[config.mk]
export PLATFORM = sky130hd
export DESIGN_NAME = puf_multi_timer
export DESIGN_NICKNAME = d
export VERILOG_FILES = /design/src/rtl/puf_multi_timer.sv
export SDC_FILE = /design/constraint.sdc
export NUM_CORES = 1
export LEC_CHECK = 0
export BUFFER_PORTS_ARGS = -buffer_cell sky130_fd_sc_hd__buf_2
export CAP_MARGIN = 0
export CORE_MARGIN = 1
export CORE_UTILIZATION = 30
export DETAILED_ROUTE_END_ITERATION = 6
export GPL_TIMING_DRIVEN = 1
export HOLD_SLACK_MARGIN = 0.08
export SLEW_MARGIN = 20
export SYNTH_ARGS = -nofsm -noshare
export SYNTH_HDL_FRONTEND = slang
export SYNTH_SLANG_ARGS = --single-unit
[constraint.sdc]
create_clock -name clk -period 1.9 [get_ports clk]
set_input_delay 0.285 -clock clk [delete_from_list [all_inputs] [get_ports clk]]
set_output_delay 0.285 -clock clk [all_outputs]
set_load 0.005 [all_outputs]
[src/rtl/puf_multi_timer.sv]
// puf_multi_timer: NUM_CH independent pulse timers that drive PUF excitation.
// Each channel holds its ctrl output high for T cycles, then strobes done.
// A channel either stops there (one-shot) or inserts a one-cycle gap and
// starts again (periodic).
module puf_multi_timer #(
   parameter int unsigned NUM_CH = 4,
   parameter int unsigned CNT_W  = 16
) (
   input  logic                      clk,
   input  logic                      rst,
   input  logic [NUM_CH-1:0]         enable,
   input  logic [NUM_CH-1:0]         mode,
   input  logic [NUM_CH*CNT_W-1:0]   target,
   output logic [NUM_CH-1:0]         ctrl,
   output logic [NUM_CH-1:0]         done,
   output logic [NUM_CH*CNT_W-1:0]   count_o,
   output logic                      busy
);

   typedef enum logic [1:0] {
      ST_IDLE = 2'd0,
      ST_RUN  = 2'd1,
      ST_GAP  = 2'd2,
      ST_HOLD = 2'd3
   } state_e;

   // Next-cycle ctrl of every channel; busy is registered from it so that
   // busy lines up with ctrl.
   logic [NUM_CH-1:0] ctrl_d;
   logic              busy_q;

   for (genvar i = 0; i < NUM_CH; i++) begin : g_ch
      state_e           state_q, state_d;
      logic [CNT_W-1:0] cnt_q, cnt_d;
      logic [CNT_W-1:0] tgt_q, tgt_d;
      logic [CNT_W-1:0] tgt_in;
      logic             mode_q, mode_d;
      logic             ctrl_q, ctrl_ch_d;
      logic             done_q, done_d;

      assign tgt_in = target[i*CNT_W +: CNT_W];

      // Channel state register, async reset to an idle channel.
      always_ff @(posedge clk or negedge rst) begin
         if (!rst) begin
            state_q <= ST_IDLE;
            cnt_q   <= '0;
            tgt_q   <= '0;
            mode_q  <= 1'b0;
            ctrl_q  <= 1'b0;
            done_q  <= 1'b0;
         end else begin
            state_q <= state_d;
            cnt_q   <= cnt_d;
            tgt_q   <= tgt_d;
            mode_q  <= mode_d;
            ctrl_q  <= ctrl_ch_d;
            done_q  <= done_d;
         end
      end

      // Channel next-state: target and mode are sampled only in IDLE and GAP.
      // RUN stops at cnt == tgt, so the counter never wraps.
      always_comb begin
         state_d   = state_q;
         cnt_d     = cnt_q;
         tgt_d     = tgt_q;
         mode_d    = mode_q;
         ctrl_ch_d = 1'b0;
         done_d    = 1'b0;
         if (!enable[i]) begin
            state_d = ST_IDLE;
            cnt_d   = '0;
         end else begin
            case (state_q)
               ST_IDLE, ST_GAP: begin
                  tgt_d  = tgt_in;
                  mode_d = mode[i];
                  if (tgt_in != '0) begin
                     state_d   = ST_RUN;
                     cnt_d     = CNT_W'(1);
                     ctrl_ch_d = 1'b1;
                  end else begin
                     state_d = ST_HOLD;
                     cnt_d   = '0;
                     done_d  = 1'b1;
                  end
               end
               ST_RUN: begin
                  if (cnt_q == tgt_q) begin
                     done_d = 1'b1;
                     if (mode_q) begin
                        state_d = ST_GAP;
                        cnt_d   = '0;
                     end else begin
                        state_d = ST_HOLD;
                     end
                  end else begin
                     cnt_d     = cnt_q + CNT_W'(1);
                     ctrl_ch_d = 1'b1;
                  end
               end
               ST_HOLD: begin
                  state_d = ST_HOLD;
               end
               default: begin
                  state_d = ST_IDLE;
                  cnt_d   = '0;
               end
            endcase
         end
      end

      assign ctrl_d[i]                   = ctrl_ch_d;
      assign ctrl[i]                     = ctrl_q;
      assign done[i]                     = done_q;
      assign count_o[i*CNT_W +: CNT_W]   = cnt_q;
   end

   // Registered OR of all channel ctrl bits.
   always_ff @(posedge clk or negedge rst) begin
      if (!rst) begin
         busy_q <= 1'b0;
      end else begin
         busy_q <= |ctrl_d;
      end
   end

   assign busy = busy_q;

endmodule

Yosys cells after proc, flatten, opt, wreduce, memory -nomap -nowiden
Index checks and enable logic that the tools add are counted.
Widths: inputs -> output; s select.

operators by class
  add/subtract/negate cells = 4
  equality and inequality tests = 28
  multiplexer cells = 72
  reduce and logical (&&, ||, !) cells = 21

operators by type and width
  operator               count
  $mux 16                12
  $pmux 16 s2            4
  $add 16x1->16 const B  4
  $eq 16x16->1           4
  $reduce_bool 16->1     4
  $mux 1                 32
  $mux 2                 12
  $pmux 2 s3             4
  $eq 2x2->1 const B     8
  $ne 4x4->1 const B     4
  $pmux 1 s2             8
  $reduce_and 2->1       8
  $ne 3x1->1 const B     4
  $ne 3x3->1 const B     4
  $eq 2x1->1 const B     4
  $logic_not 2->1        4
  $reduce_or 2->1        4
  $reduce_or 4->1        1

storage, ports and cells
  flip-flop bits (word level) = 149
  bits of input ports = 74
  output and inout bits = 73
  logic and storage cells = 150

Logic depth before layout (Yosys ltp)
  depth in word-level cells = 5
  depth in mapped cells = 8

Least setup slack after synthesis
No wires, ideal clock.

  path type = register -> register
  from = reg g_ch[0].cnt_q[0]
  to = reg g_ch[0].cnt_q[14]
  library setup time = 0.130 ns
  arrival time = 1.890 ns
  required time = 1.770 ns
  slack = -0.120 ns
  stages on the path, launching flop included = 8
  clock period less this slack = 2.020 ns
  cell sequence = dfrtp_1 -> ha_1 -> nand3_1 -> or4_1 -> clkbuf_1 -> o31a_1 -> o211ai_1 -> o21ai_0

between the ends
  cells in the longest elaborated chain, start to end = 4
  elaborated cells between the ends (all ways) = 7
  classes of those cells = 1 x add/sub; 2 x eq/ne; 3 x mux; 1 x reduce/logical

ends and longest elaborated chain
  item                                           line    source
  start: declaration                             34      logic [CNT_W-1:0] cnt_q, cnt_d;
  start signal: assignment                       54      cnt_q <= cnt_d;
  $add 16x1->16 or $eq 16x16->1 (tied branches)  99, 90
  $mux 16                                        90      if (cnt_q == tgt_q) begin
  $pmux 16 s2                                    75      case (state_q)
  $mux 16                                        71      if (!enable[i]) begin

Parallel ways exist; a longest one is shown, timed or not.
A chain may end at the register's enable or synchronous reset.

Worst setup path in the final report
  from = reg g_ch[3].tgt_q[11]
  to = reg g_ch[3].cnt_q[7]

between the ends
  cells in the longest elaborated chain, start to end = 4
  elaborated cells between the ends (all ways) = 6
  classes of those cells = 2 x eq/ne; 3 x mux; 1 x reduce/logical

ends and longest elaborated chain
  item                      line  source
  start: declaration        35    logic [CNT_W-1:0] tgt_q, tgt_d;
  start signal: assignment  55    tgt_q <= tgt_d;
  $eq 16x16->1 (*)          90
  $mux 16                   90
  $pmux 16 s2               75
  $mux 16                   71
  end signal: assignment    54
  end: declaration          34

Mark *: on every way between the ends. The rest lies on a longest branch, timed or not.

==> results by group <==
Setup path
  • FF-to-FF Start: g_ch[3].tgt_q[11]
  • Launch point of the worst path: g_ch[3].tgt_q[11]
  • Top delay family on crit path: compound AO/OA/AOI/OAI gates
  • Setup CP Type: flop to flop
  • Worst Path Arrival: 2.30 ns
  • Critical Path Source Type: flop
  • Crit end category: flop
  • CP max-delay cell: dfrtp_1
  • R2r setup slk: -0.06 ns
  • WP data required: 2.24 ns
  • CP cell instances: xor2_1 -> nor4_2 -> buf_4 -> nand4_1 -> o31a_1 -> buf_12 -> a31oi_4
  • WP buf/inv: 2
  • Worst flop-to-flop path endpoint: g_ch[3].cnt_q[7]
  • Crit path capture: g_ch[3].cnt_q[7]
  • Critical path fanouts, max: 16
  • Slowest stage delay, CP: 0.39 ns
  • Stages on the worst setup path: 7
  • Reg2Reg Depth: 7

Timing
  • Slew HR: 0.650
  • Final Critical Period: 1.96 ns
  • Fin crit share: 1.03
  • Hold_ws: 0.0958 ns
  • Hold Vio Cnt, Final: 0
  • Clock skew: 0.0161 ns
  • Final worst slack: -0.0591 ns
  • Finish-stage setup viols: 14
  • Setup TNS: -0.412 ns
  • RSZ-0062 raised after global routing: true
  • Fmax: 510 MHz
  • Max-slew violation count: 0
  • Worst-Margin Slew: 0.520 ns

Power
  • Leakage Power: 4.86 nW
  • Peak VDD IR: 0.458 mV
  • Power density cells: 717 mW/mm2
  • Final Power: 7.83 mW

Final layout
  • Area delta synth->final: 37.0%
  • Share of layout cells above drive strength 1: 0.418
  • Fillers: 2,555
  • Ant diodes: 0
  • Nets: 1,126
  • Util after Layout: 0.419

Placed design
  • Final Wtd Congestion: 0.876
  • Hpwl dp: 16.6 mm
  • Port Buf Inserts: 146
  • Pre-CTS WS: -0.133 ns

Status
  • Status: complete, but fails checks
  • Violated checks: negative setup slack

Logic synthesis
  • Number of enable flip-flop cells after synthesis: 0
  • Syn. warnings: 0
  • Unique masters post-synth: 45
  • Most used DFF post-synth: dfrtp_1
  • Syn nets: 878
  • Register area share after synthesis: 0.467
  • Synth Instances: 800
  • Syn Area/Cell: 9.97 um2
  • Mapped Area: 0.00798 mm2
  • Number of synthesized register bits: 149
  • Ys async rst share: 1.00

Clock tree
  • Htree depth: 4
  • Clk slew on worst S/H paths: 0.07 ns
  • Clock sinks: 149
  • Skew-Pair Late Insertion Delay: 0.43 ns
  • CTS tree: yes
  • Largest buffer count on any clock path: 2
  • CTS Buf Count: 17
  • Root Driver: clkbuf_16

Worst hold path
  • Hold Path Class: input port to flop

GRT
  • Gr ovfl total: 0
  • Largest net degree at the start of global routing: 53
  • Vias in the first global route: 6,749
  • Gr usage total: 0.169
  • First-pass GRT wire length: 35.9 mm
  • Initial antenna violation count: 0

Floorplanning
  • Starting density of the core: 0.306
  • I/O pins: 147
  • Die area: 0.0272 mm2
  • Chip width: 165 um
  • Cell row count: 59
  • Core Area: 0.0261 mm2
  • Die height: 165 um

Routing
  • DRC viols: 0
  • Detailed Route WL: 22.8 mm
  • Routed Antenna Nets: 0
  • Drt wl/cell: 16.3 um
  • Starting DRT DRC Count: 522
  • Pre-antenna DRT Iters: 5
  • Vias per std cell: 5.09
  • Vias: 7,105

Job
  • Max Cap Viol: 0
## logic make-up (layout without fill, tap and decap cells)
| family | count (synthesis) | after routing | share of synthesized area |
|---|---|---|---|
| adder cells (fa/ha/maj) | 4 | 4 | 0.00627 |
| XOR/XNOR | 68 | 68 | 0.0747 |
| AND/OR/NAND/NOR | 264 | 264 | 0.170 |
| flip-flops | 149 | 149 | 0.467 |
| buffers and inverters | 115 | 375 | 0.0620 |
| AO/OA/AOI/OAI | 129 | 129 | 0.120 |
| multiplexers | 71 | 71 | 0.0997 |
## per-layer routing
metal,routed length [um],vias up,share of wire,global-route usage
li1,-,3412,-,-
met1,11000,3510,0.48,0.234
met2,10700,166,0.47,0.270
met3,837,17,0.037,0.0262
met4,257,0,0.011,0.0521
met5,0,-,0,0
## registers in the layout, summed over array words and instances, names as in the netlist
signal / flops
g_ch.tgt_q: 64
g_ch.cnt_q: 64
g_ch.state_q: 8
g_ch.done_q: 4
g_ch.mode_q: 4
g_ch.ctrl_q: 4
busy: 1
## how the worst min path moves through the flow
stage                  from  cells after the start  slack [ns]                 to
finish              mode[1]                      2         0.1     g_ch[1].mode_q
CTS                 mode[1]                      2        0.08     g_ch[1].mode_q
global placement        rst                      1        0.21   g_ch[3].cnt_q[9]
global route        mode[1]                      2        0.09     g_ch[1].mode_q
floorplan               rst                      0       -0.01               busy
detailed placement      rst                      1        0.21  g_ch[3].cnt_q[11]
## Yosys cell counts, types with 8 or more instances
library cell	instances	area, um2
dfrtp_1	149	3730
nand2_1	53	199
o21a_1	8	60.1
xor2_1	64	561
nor2_1	34	128
nand3_1	56	280
inv_1	72	270
buf_4	8	60.1
nor4_1	39	244
and3_1	8	50.1
nand4_1	20	125
o211ai_1	15	113
o21ai_0	29	145
o221ai_1	31	272
o31a_1	9	78.8
nor3_1	22	110
clkbuf_1	29	109
mux2_2	68	766
## through the flow
step / instance area, um2 / instances
floorplan: 8060 / 800
global placement: 9910 / 1350
detailed placement: 9910 / 1350
CTS: 10700 / 1394
global route: 10900 / 1395
finish: 10900 / 1395
## where the power goes
part           switching [mW]  internal, mW
Combinational           0.453         0.486
Sequential              0.190          3.42
Clock                    1.42          1.87
## timing repair
action,4_1_cts,5_1_grt
hold buffers,1,0
endpoints found under the hold margin,29,0
setup endpoints to repair,56,61
pin swaps,5,10
gates resized for setup,38,44
setup buffers,12,1
## worst reg2reg max path, delay by kind of cell, from the launching register on
family,cells,cell delay [ns]
compound gates,2,0.50
simple gates,2,0.48
flops,1,0.39
buf+inv,2,0.33
xor+xnor,1,0.18
## placed cells by master (no fill, tap or decap), types with 4 or more instances in the layout
master        n
nand2_1      51
clkbuf_16    17
nand3_2       4
buf_2       145
nand2b_1      7
nor4_2        8
o21ai_2       4
o21ai_1      12
dfrtp_1     145
or3_1         6
o221ai_2     28
buf_4       105
nor4_1       30
or4_4         4
o21ai_0      16
xor2_1       64
nor2_1       33
nor2b_1       4
and3_1        8
clkinvlp_4    5
nand3_1      52
o21a_1        8
o221ai_1      8
dfrtp_2       4
nand4_1      20
buf_12        8
o31a_1        9
mux2_2       68
buf_6        13
a31oi_1       5
ha_2          4
o211ai_1     15
and2_1        5
xnor2_1       4
nor3_1       19
a21oi_1       4
inv_1        71
## final cells by class
| type | instances | area (um2) | share of cell area |
|---|---|---|---|
| Sequential cell | 149 | 3730 | 0.342 |
| Inverter | 72 | 270 | 0.0247 |
| Clock inverter | 11 | 104 | 0.00950 |
| Clock buffer | 20 | 457 | 0.0418 |
| Timing Repair Buffer | 272 | 1830 | 0.168 |
| Tap cell | 335 | 419 | 0.0384 |
| Multi-Input combinational cell | 536 | 4110 | 0.376 |
Power figures use the tool's default switching activity.
